File: config.mk
export PLATFORM = sky130hd
export DESIGN_NAME = keypad_scanner
export DESIGN_NICKNAME = d
export VERILOG_FILES = /design/src/rtl/keypad_scanner.sv
export SDC_FILE = /design/constraint.sdc
export NUM_CORES = 1
export LEC_CHECK = 0
export CORE_ASPECT_RATIO = 1.25
export CORE_UTILIZATION = 50
export CTS_CLUSTER_SIZE = 16
export DETAILED_ROUTE_END_ITERATION = 10
export PLACE_DENSITY = 0.67
export SLEW_MARGIN = 20
export SYNTH_ARGS = -nofsm -noshare
export SYNTH_HDL_FRONTEND = slang
export SYNTH_SLANG_ARGS = --single-unit
File: constraint.sdc
create_clock -name clk -period 3.4 [get_ports clk]
set_clock_uncertainty 0.15 [all_clocks]
set_input_delay 1.02 -clock clk [delete_from_list [all_inputs] [get_ports clk]]
set_output_delay 1.02 -clock clk [all_outputs]
set_load 0.01 [all_outputs]
File: src/rtl/keypad_scanner.sv
// 3x3 key-matrix scanner: synchronises and debounces column returns and emits
// one cell code (1..9) per physical press for the game-state block.
module keypad_scanner #(
  parameter int CLK_DIV        = 25000,
  parameter int DEBOUNCE_TICKS = 4
) (
  input  logic       clk,
  input  logic       rst_n,
  input  logic       scan_en,
  input  logic [2:0] key_col,
  output logic [2:0] key_row,
  output logic [3:0] key_data,
  output logic       key_valid,
  output logic       key_held
);

  localparam int CW = (CLK_DIV > 1) ? $clog2(CLK_DIV) : 1;
  localparam logic [CW-1:0] DIV_LAST = CW'(CLK_DIV - 1);
  localparam logic [3:0]    DB_LAST  = 4'(DEBOUNCE_TICKS);

  localparam logic [1:0] SCAN     = 2'd0;
  localparam logic [1:0] DEBOUNCE = 2'd1;
  localparam logic [1:0] EMIT     = 2'd2;
  localparam logic [1:0] RELEASE  = 2'd3;

  logic [2:0]    col_m, col_s;
  logic [CW-1:0] div_cnt;
  logic          tick;
  logic [1:0]    state;
  logic [3:0]    db_cnt, db_next;
  logic [3:0]    cand;
  logic [3:0]    row_base, col_off, code;

  always_ff @(posedge clk or negedge rst_n) begin
    if (!rst_n) begin
      col_m <= '0;
      col_s <= '0;
    end else begin
      col_m <= key_col;
      col_s <= col_m;
    end
  end

  always_ff @(posedge clk or negedge rst_n) begin
    if (!rst_n) begin
      div_cnt <= '0;
    end else if (div_cnt == DIV_LAST) begin
      div_cnt <= '0;
    end else begin
      div_cnt <= div_cnt + 1'b1;
    end
  end

  assign tick    = (div_cnt == DIV_LAST);
  assign db_next = db_cnt + 4'd1;

  // Code 0 means no column active; a real candidate is never 0.
  always_comb begin
    row_base = 4'd6;
    if (key_row[0])      row_base = 4'd0;
    else if (key_row[1]) row_base = 4'd3;
    col_off = 4'd0;
    if (col_s[0])        col_off = 4'd1;
    else if (col_s[1])   col_off = 4'd2;
    else if (col_s[2])   col_off = 4'd3;
    code = (col_off == 4'd0) ? 4'd0 : row_base + col_off;
  end

  // Outputs are loaded on entry to EMIT so key_data is already valid while
  // key_valid is high for the single EMIT cycle.
  always_ff @(posedge clk or negedge rst_n) begin
    if (!rst_n) begin
      state     <= SCAN;
      db_cnt    <= '0;
      cand      <= '0;
      key_row   <= 3'b001;
      key_data  <= '0;
      key_valid <= 1'b0;
      key_held  <= 1'b0;
    end else if (!scan_en) begin
      state     <= SCAN;
      db_cnt    <= '0;
      key_row   <= 3'b001;
      key_valid <= 1'b0;
      key_held  <= 1'b0;
    end else begin
      key_valid <= 1'b0;
      case (state)
        SCAN: begin
          if (tick) begin
            if (col_s == 3'b000) begin
              key_row <= {key_row[1:0], key_row[2]};
            end else begin
              cand   <= code;
              db_cnt <= 4'd1;
              if (DEBOUNCE_TICKS == 1) begin
                state     <= EMIT;
                key_data  <= code;
                key_valid <= 1'b1;
                key_held  <= 1'b1;
              end else begin
                state <= DEBOUNCE;
              end
            end
          end
        end
        DEBOUNCE: begin
          if (tick) begin
            if (code == cand) begin
              db_cnt <= db_next;
              if (db_next == DB_LAST) begin
                state     <= EMIT;
                key_data  <= cand;
                key_valid <= 1'b1;
                key_held  <= 1'b1;
              end
            end else begin
              db_cnt <= '0;
              state  <= SCAN;
            end
          end
        end
        EMIT: begin
          db_cnt <= '0;
          state  <= RELEASE;
        end
        default: begin
          if (tick) begin
            if (col_s != 3'b000) begin
              db_cnt <= '0;
            end else if (db_next == DB_LAST) begin
              db_cnt   <= '0;
              key_held <= 1'b0;
              state    <= SCAN;
            end else begin
              db_cnt <= db_next;
            end
          end
        end
      endcase
    end
  end

endmodule
### Yosys cells after proc, flatten, opt, wreduce, memory -nomap -nowiden

Index checks and enable logic that the tools add are counted.

| word-level totals | value |
|---|---|
| flip-flop bits (word level) | 40 |
| input port bits | 6 |

| cells by class | value |
|---|---|
| $add $sub $neg | 3 |
| equality and inequality tests | 19 |
| muxes and demuxes | 43 |
| bitwise operators | 1 |
| reduce and logical (&&, ||, !) cells | 11 |

Operators with widths:

| cell | count |
|---|---|
| $mux W4 | 9 |
| $mux W2 | 12 |
| $mux W3 | 6 |
| $add A15 B1 Y15 const B | 1 |
| $eq A15 B15 Y1 const B | 1 |
| $mux W15 | 1 |
| $mux W1 | 12 |
| $ne A3 B3 Y1 const B | 4 |
| $pmux W4 S3 | 1 |
| $reduce_and A5 Y1 | 2 |
| $ne A2 B1 Y1 const B | 4 |
| $reduce_and A4 Y1 | 2 |
| $reduce_and A7 Y1 | 1 |
| $pmux W2 S3 | 1 |
| $ne A5 B1 Y1 const B | 1 |
| $ne A5 B2 Y1 const B | 1 |
| $add A4 B1 Y4 const B | 1 |
| $add A4 B4 Y4 | 1 |
| $eq A4 B3 Y1 const B | 1 |
| $eq A4 B4 Y1 | 1 |
| $logic_not A4 Y1 | 1 |
| $ne A4 B4 Y1 const B | 1 |
| $logic_not A3 Y1 | 1 |
| $ne A3 B1 Y1 const B | 1 |
| other kinds (10) | 10 |

### Longest topological paths before layout

Gate-level depths: netlist of run 1.

| depth | value |
|---|---|
| depth after elaboration | 10 |
| gate-level depth with buffers | 12 |
| depth with buffers taken out | 11 |

### Worst setup path before layout of run 1

Ideal clock, no wire load.

| timing | value |
|---|---|
| path kind | register to register |
| start point | reg key_row[1] |
| end point | reg key_data[0] |
| library setup time | 0.125 ns |
| arrival time | 2.877 ns |
| data required time | 3.125 ns |
| setup slack | 0.248 ns |
| cell stages (with the launch flop) | 10 |
| path buffers | 0 |
| path through | dfrtp_1 -> nor2b_1 -> ha_1 -> inv_1 -> fa_1 -> xnor3_1 -> or4_4 -> a221oi_2 -> and4_4 -> mux2_4 |

| on the way | value |
|---|---|
| word-level cells in the longest chain between the ends | 6 |

Ends and longest elaborated chain:

| item | line | source |
|---|---|---|
| start: declaration | 11 | `output logic [2:0] key_row,` |
| start signal: assignment | 92 | `key_row <= {key_row[1:0], key_row[2]};` |
| $mux W3 | 61 | `else if (key_row[1]) row_base = 4'd3;` |
| $mux W3 | 60 | `if (key_row[0]) row_base = 4'd0;` |
| $add A4 B4 Y4 | 66 | `code = (col_off == 4'd0) ? 4'd0 : row_base + col_off;` |
| $mux W4 | 66 |  |
| $eq A4 B4 Y1 | 109 | `if (code == cand) begin` |
| $reduce_and A5 Y1 (no line) | -- |  |
| end signal: assignment | 98 | `key_data <= code;` |
| end signal: assignment | 113 | `key_data <= cand;` |
| end: declaration | 12 | `output logic [3:0] key_data,` |

No other way between the ends.
A chain may end at the register's enable or synchronous reset.

### Final worst setup path of run 1

| timing | value |
|---|---|
| start point | reg col_s[1] |
| end point | reg key_data[2] |

| on the way | value |
|---|---|
| word-level cells in the longest chain between the ends | 6 |

Ends and longest elaborated chain:

| item | line | source |
|---|---|---|
| start: declaration | 26 | `logic [2:0] col_m, col_s;` |
| start signal: assignment | 40 | `col_s <= col_m;` |
| $mux W2 (*) | 64 | `else if (col_s[1]) col_off = 4'd2;` |
| $mux W2 (*) | 63 | `if (col_s[0]) col_off = 4'd1;` |
| $add A4 B4 Y4 / $logic_not A4 Y1 (equally long branches) | 66 |  |
| $mux W4 (*) | 66 |  |
| $eq A4 B4 Y1 (*) | 109 |  |
| $reduce_and A5 Y1 (no line) (*) | -- |  |

Mark *: on every way between the ends. The rest lies on a longest branch, timed or not.

==> impl_metrics.json, run 1 <==
{
  "placementRows": 26,
  "p_sw_mw": 0.214,
  "regToRegStartpoint": "col_s[1]$_DFF_PN0_",
  "hpwl_mm": 3.37,
  "routed_via_density": 5.93,
  "power_density_nw_per_um2": 338,
  "clkPwrFrac_pct": 34.3,
  "routedWlPerCell_um": 15.5,
  "synth_ff_type": "dfrtp_1",
  "slew_violations": 0,
  "grt_first_pass_wirelength_mm": 7.69,
  "place_congestion": 0.880,
  "place_area_sq_um": 2470,
  "synth_nets": 234,
  "p_int_mw": 0.650,
  "hold_class": "register to register",
  "synth_cells": 218,
  "slowest_delay_ns": 0.51,
  "coreArea_sq_um": 4200,
  "async_reset_ff_share_pct": 100,
  "cp-start-kind": "register",
  "relSlewSlack_pct": 43.0,
  "finalCritPeriodShare_pct": 96.2,
  "path_max_fanout": 4,
  "die_area_sq_um": 4770,
  "wl_mm": 4.56,
  "slowest_stage": "or4_4",
  "clock-sinks": 40,
  "drt_iter0_markers": 94,
  "ios": 15,
  "area_growth_pct": 14.0,
  "numPortBuffers": 14,
  "worst_slew_pin_slew_ns": 0.855,
  "setup_viol": 0,
  "avgSynthCellArea_sq_um": 10.3,
  "setup_tns_ns": 0,
  "vias": 1749,
  "num-fill-cells": 349,
  "start_util_pct": 53.5,
  "layout-drive-gt1-share_pct": 12.6,
  "overflow": 0,
  "max_cap_viol_count": 0,
  "dr.pass1.iters": 4,
  "fin_area_sq_um": 2560,
  "post-route-min-period_ns": 3.27,
  "grt_pass1_vias": 1713,
  "antenna-diode-count": 0,
  "leakagePower_nw": 1.13,
  "yosys.area_share.simple_pct": 22.4,
  "nNetsFinal": 255,
  "ant_nets": 0,
  "final_cells": 295,
  "ys_warn_count": 0,
  "criticalPathCategory": "register to register",
  "cts_tree": "yes",
  "fmax_mhz": 306,
  "cp.required_ns": 3.42,
  "synth-adder-area-share_pct": 5.91,
  "cp_common_cell": "inv_1",
  "numPlacedInstances": 288,
  "clk_pin_slew_ns": 0.07,
  "cts_buffers": 5,
  "hold_viol_final": 0,
  "ys_seq_elements": 40,
  "synth.distinct_cells": 60,
  "crit_start": "col_s[1]$_DFF_PN0_",
  "synth_compound_gate_area_share_pct": 13.6,
  "grt_antenna_before_repair": 0,
  "pwr-share-comb_pct": 9.0,
  "min-delay-start": "col_m[1]$_DFF_PN0_",
  "synth_top_family_by_area": "simple AND/OR/NAND/NOR gates",
  "synth_xor_area_share_pct": 5.29,
  "root_buffer": "clkbuf_8",
  "cp.arrival_ns": 3.30,
  "seqPwrFrac_pct": 56.7,
  "clockBufferDepth": 2,
  "synth_edf_count": 0,
  "switching_share_pct": 24.8,
  "cp-end-kind": "register",
  "grt_max_degree": 41,
  "status": "finished, final reports clean",
  "muxShareOfSynthArea_pct": 5.40,
  "drc_errors": 0,
  "die_h_um": 76.9,
  "cp_num_buf_inv": 2,
  "ir_worst_vdd_mv": 0.185,
  "grtUsageTotal_pct": 21.3,
  "cp_cell_sequence": "inv_1, a21o_1, ha_1, inv_1, fa_1, xnor3_1, or4_4, a221oi_4, and4_4, mux2_4",
  "cts_hold_buf": 0,
  "htreeDepth": 2,
  "critPathTopFamily": "simple AND/OR/NAND/NOR gates",
  "synth-seq-area-share_pct": 44.6,
  "dieWidth_um": 61.9,
  "syn_area_sq_um": 2250,
  "rsz0062_at_grt": "no",
  "whs_ns": 0.198,
  "clk_latency_ns": 0.29
}
==> flip-flops by register name, indices dropped and copies added (netlist names) <==
register,count
db_cnt,4
div_cnt,15
key_held,1
col_s,3
key_row,3
state,2
col_m,3
cand,4
key_data,4
key_valid,1
==> logic make-up after synthesis <==
kind of cell | count (synthesis)
AO/OA/AOI/OAI | 42
buffers and inverters | 15
flip-flops | 40
XOR/XNOR | 12
AND/OR/NAND/NOR | 89
adder cells (fa/ha/maj) | 10
multiplexers | 10
==> metrics by stage <==
stage | setup slack, ns | util (%) | power, mW
floorplan | 0.248 | - | 0.545
global placement | 0.231 | 58.8 | 0.573
detailed placement | 0.106 | 58.8 | 0.576
CTS | 0.0966 | 60.7 | 0.877
global route | 0.0411 | 61.0 | 0.907
finish | 0.128 | 61.0 | 0.864
==> repair_timing <==
item / in CTS / in global routing
gates resized for setup: 0 / 1
setup endpoints to repair: 0 / 4
setup buffers: 0 / 0
==> power by group through the flow <==
stage               combinational [mW]  clock, mW  sequential, mW
floorplan                       0.0471          0           0.498
global placement                0.0737          0           0.499
detailed placement              0.0759          0           0.500
CTS                             0.0762      0.310           0.490
global route                    0.0867      0.328           0.492
finish                          0.0775      0.296           0.491
==> area by class of cell <==
| type | count | area (sq um) | area share, % |
|---|---|---|---|
| Inverter | 9 | 33.8 | 1.32 |
| Tap cell | 56 | 70.1 | 2.74 |
| Timing Repair Buffer | 20 | 180 | 7.04 |
| Sequential cell | 40 | 1000 | 39.1 |
| Multi-Input combinational cell | 163 | 1190 | 46.6 |
| Clock inverter | 2 | 12.5 | 0.489 |
| Clock buffer | 5 | 68.8 | 2.69 |
==> final timing paths <==
kind                                      endpoint  slack, ns  depth (start not counted)
setup reg to reg           key_data[2]$_DFFE_PN0P_       0.13                         10
hold / removal                  col_s[1]$_DFF_PN0_       0.20                          0
setup / recovery           key_data[2]$_DFFE_PN0P_       0.13                         10
min in group asynchronous    div_cnt[12]$_DFF_PN0_       0.69                          1
max in group asynchronous       col_m[0]$_DFF_PN0_       1.88                          1
hold reg to reg                 col_s[1]$_DFF_PN0_       0.20                          0
==> cells in the mapped netlist (2+ instances only) <==
| cell | instances | area share (%) |
|---|---|---|
| nor2b_1 | 3 | 0.84 |
| mux2_4 | 4 | 2.7 |
| nor3_1 | 7 | 1.6 |
| buf_2 | 2 | 0.45 |
| ha_1 | 9 | 5.0 |
| o21ai_0 | 10 | 2.2 |
| a31oi_1 | 2 | 0.56 |
| and3_1 | 2 | 0.56 |
| dfrtp_1 | 39 | 43 |
| inv_1 | 9 | 1.5 |
| mux2i_1 | 5 | 2.2 |
| clkbuf_1 | 3 | 0.50 |
| o21a_1 | 2 | 0.67 |
| a22oi_1 | 2 | 0.67 |
| nand2_1 | 15 | 2.5 |
| o211a_1 | 2 | 0.89 |
| or4_1 | 2 | 0.67 |
| nor2_1 | 16 | 2.7 |
| and2_1 | 3 | 0.84 |
| nor3b_1 | 3 | 1.0 |
| nand3_1 | 10 | 2.2 |
| nor4b_1 | 2 | 0.78 |
| xnor2_1 | 6 | 2.3 |
| or2_2 | 2 | 0.56 |
| and4_1 | 3 | 1.2 |
| nand4_1 | 3 | 0.84 |
| o31ai_1 | 3 | 1.0 |
| or3_1 | 4 | 1.1 |
| a41oi_1 | 2 | 0.78 |
| a21oi_1 | 6 | 1.3 |
| xor2_1 | 5 | 1.9 |
| nor4_1 | 2 | 0.56 |
| nand3b_1 | 3 | 1.0 |
==> placed cells by master (no fill, tap or decap), drive strengths merged, types with 3 or more instances in the layout <==
cell	n
o21ai	10
nand3b	3
inv	9
or4	3
or2	3
nor3b	3
nand3	10
o31ai	4
and4	4
ha	9
a21oi	6
and2	3
clkdlybuf4s50	13
nor2	17
xnor2	6
dfrtp	39
xor2	5
buf	7
mux2	5
nor3	8
nand2	15
nand4	3
mux2i	5
or3	4
nor2b	3
clkbuf	5
==> routing by layer <==
| layer | vias to the layer above | track usage [%] | wire (um) |
|---|---|---|---|
| met3 | 9 | 4.55 | 136 |
| met1 | 870 | 27.1 | 2080 |
| li1 | 835 | - | - |
| met4 | 0 | 7.33 | 73 |
| met2 | 35 | 34.6 | 2270 |
| met5 | - | 0 | 0 |
(Power assumes the default switching activity.)
==> run 2, diff against run 1 <==
==> constraint.sdc (replaced) <==
create_clock -name clk -period 3.4 [get_ports clk]
set_clock_uncertainty 0.15 [all_clocks]
set_input_delay 0.68 -clock clk [delete_from_list [all_inputs] [get_ports clk]]
set_output_delay 0.68 -clock clk [all_outputs]
set_load 0.01 [all_outputs]
==> run 2 against run 1 <==
  * Combinational power increased by 0.5%
  * Wire length increased by 2.0%
  * Cell count is the same
  * Sequential share of layout area down 0.45 points
  * Design area increased by 1.2%
  * Sequential power barely moved
  * Worst setup slack improved by 0.052 ns
  * Largest cell class unchanged
==> impl_metrics.json, run 2 (synthesized netlist as in run 1, its figures left out) <==
{
  "vias": 1725,
  "multiInputGateArea_sq_um": 1190,
  "cp.arrival_ns": 3.25,
  "cts_buffers": 5,
  "routed_via_density": 5.85,
  "grt_max_degree": 41,
  "hold_class": "register to register",
  "cts_tree": "yes",
  "post_cts_buffers": 0,
  "drc_errors": 0,
  "nNetsFinal": 254,
  "routedWlPerCell_um": 15.8,
  "area_growth_pct": 15.3,
  "finalCritPeriodShare_pct": 94.7,
  "slowest_stage": "or4_4",
  "num-fill-cells": 346,
  "rsz0062_at_grt": "no",
  "grt_antenna_before_repair": 0,
  "largest_register": "div_cnt",
  "final_cell_mix": "39 x dfrtp_1, 16 x nor2_1, 15 x nand2_1",
  "power_density_nw_per_um2": 371,
  "die_area_sq_um": 4770,
  "cp.required_ns": 3.43,
  "final_cells": 295,
  "numPlacedInstances": 287,
  "ant_nets": 0,
  "leakagePower_nw": 1.15,
  "antenna-diode-count": 0,
  "whs_ns": 0.202,
  "root_buffer": "clkbuf_8",
  "ir_worst_vdd_mv": 0.191,
  "dr.pass1.iters": 4,
  "cp_common_cell": "inv_1",
  "criticalPathCategory": "register to register",
  "final_common_cell": "dfrtp_1",
  "start_util_pct": 53.5,
  "placementRows": 26,
  "cp_cell_sequence": "inv_1, a21o_1, ha_1, inv_1, fa_2, xnor3_1, or4_4, a221oi_4, and4_4, mux2_4",
  "slew_violations": 0,
  "clk_pin_slew_ns": 0.08,
  "worst_slew_pin_slew_ns": 0.872,
  "overflow": 0,
  "cp-end-kind": "register",
  "cp-start-kind": "register",
  "relSlewSlack_pct": 41.9,
  "layout-drive-gt1-share_pct": 13.0,
  "hpwl_mm": 3.36,
  "status": "finished, final reports clean",
  "fmax_mhz": 311,
  "setup_viol": 0,
  "drt_iter0_markers": 71,
  "largest_reg_flops": 15,
  "post-route-min-period_ns": 3.22,
  "htreeDepth": 2,
  "place_congestion": 0.876,
  "grt_pass1_vias": 1755,
  "ios": 15,
  "max_cap_viol_count": 0,
  "fin_util_pct": 61.7,
  "grt_first_pass_wirelength_mm": 7.91,
  "slowest_delay_ns": 0.51,
  "hold_viol_final": 0,
  "area.sequential_sq_um": 1000,
  "clk_latency_ns": 0.29,
  "grtUsageTotal_pct": 22.2,
  "coreArea_sq_um": 4200,
  "wl_mm": 4.66,
  "path_max_fanout": 4,
  "dieWidth_um": 61.9,
  "clock-sinks": 40,
  "numPortBuffers": 14,
  "clockBufferDepth": 2,
  "setup_tns_ns": 0,
  "die_h_um": 76.9
}
==> run 2: changes by cell type in the layout (fill, tap and decap cells not counted) <==
cell,before,now
buf_4,6,5
bufinv_16,0,1
clkinv_2,1,0
clkinv_4,0,2
clkinvlp_4,1,0
fa_1,1,0
fa_2,0,1
==> run 2: cell type report <==
| type | instances | share of cell area (%) |
|---|---|---|
| Tap cell | 56 | 2.71 |
| Clock buffer | 5 | 2.66 |
| Clock inverter | 3 | 1.84 |
| Multi-Input combinational cell | 163 | 46.1 |
| Timing Repair Buffer | 19 | 6.67 |
| Inverter | 9 | 1.30 |
| Sequential cell | 40 | 38.7 |
==> run 2: metrics by stage <==
stage / cell area (sq um) / power [mW] / setup slack, ns
CTS: 2580 / 0.971 / 0.0642
global route: 2590 / 1.00 / 0.0629
floorplan: 2250 / 0.545 / 0.248
finish: 2590 / 0.961 / 0.180
global placement: 2460 / 0.572 / 0.233
detailed placement: 2460 / 0.576 / 0.0966
==> run 2: timing repair <==
action,CTS,global route
endpoints found under the setup margin,0,4
hold buffers,0,0
resized for setup,0,2
==> run 2: power by group <==
| part | switching (mW) | leakage [nW] | internal (mW) |
|---|---|---|---|
| combinational | 0.0494 | 0.560 | 0.0284 |
| clock | 0.171 | 0.0583 | 0.221 |
| sequential | 0.00823 | 0.527 | 0.483 |
| total | 0.229 | 1.15 | 0.732 |
==> run 2: worst max-delay path: cells and delay by family, from the launching register on <==
family | cells | cell delay, ns
AND/OR/NAND/NOR | 2 | 0.82
adder cells (fa/ha/maj) | 2 | 0.53
flip-flops | 1 | 0.42
XOR/XNOR | 1 | 0.38
AO/OA/AOI/OAI | 2 | 0.36
multiplexers | 1 | 0.30
buffers and inverters | 2 | 0.14
==> run 2: worst paths after layout <==
kind | from | endpoint | slack [ns] | cells past startpoint
max | col_s[1]$_DFF_PN0_ | key_data[2]$_DFFE_PN0P_ | 0.18 | 10
min | col_m[1]$_DFF_PN0_ | col_s[1]$_DFF_PN0_ | 0.20 | 0
max reg2reg | col_s[1]$_DFF_PN0_ | key_data[2]$_DFFE_PN0P_ | 0.18 | 10
min reg2reg | col_m[1]$_DFF_PN0_ | col_s[1]$_DFF_PN0_ | 0.20 | 0
max in group asynchronous | rst_n | cand[2]$_DFFE_PN0P_ | 2.20 | 1
min in group asynchronous | rst_n | div_cnt[12]$_DFF_PN0_ | 0.34 | 1
==> run 2: routing by layer <==
metal | up-vias | global-route usage [%] | routed length, um
met2 | 28 | 35.6 | 2430
met5 | - | 0 | 0
li1 | 833 | - | -
met1 | 854 | 28.6 | 2030
met4 | 0 | 7.11 | 76
met3 | 10 | 5.40 | 120
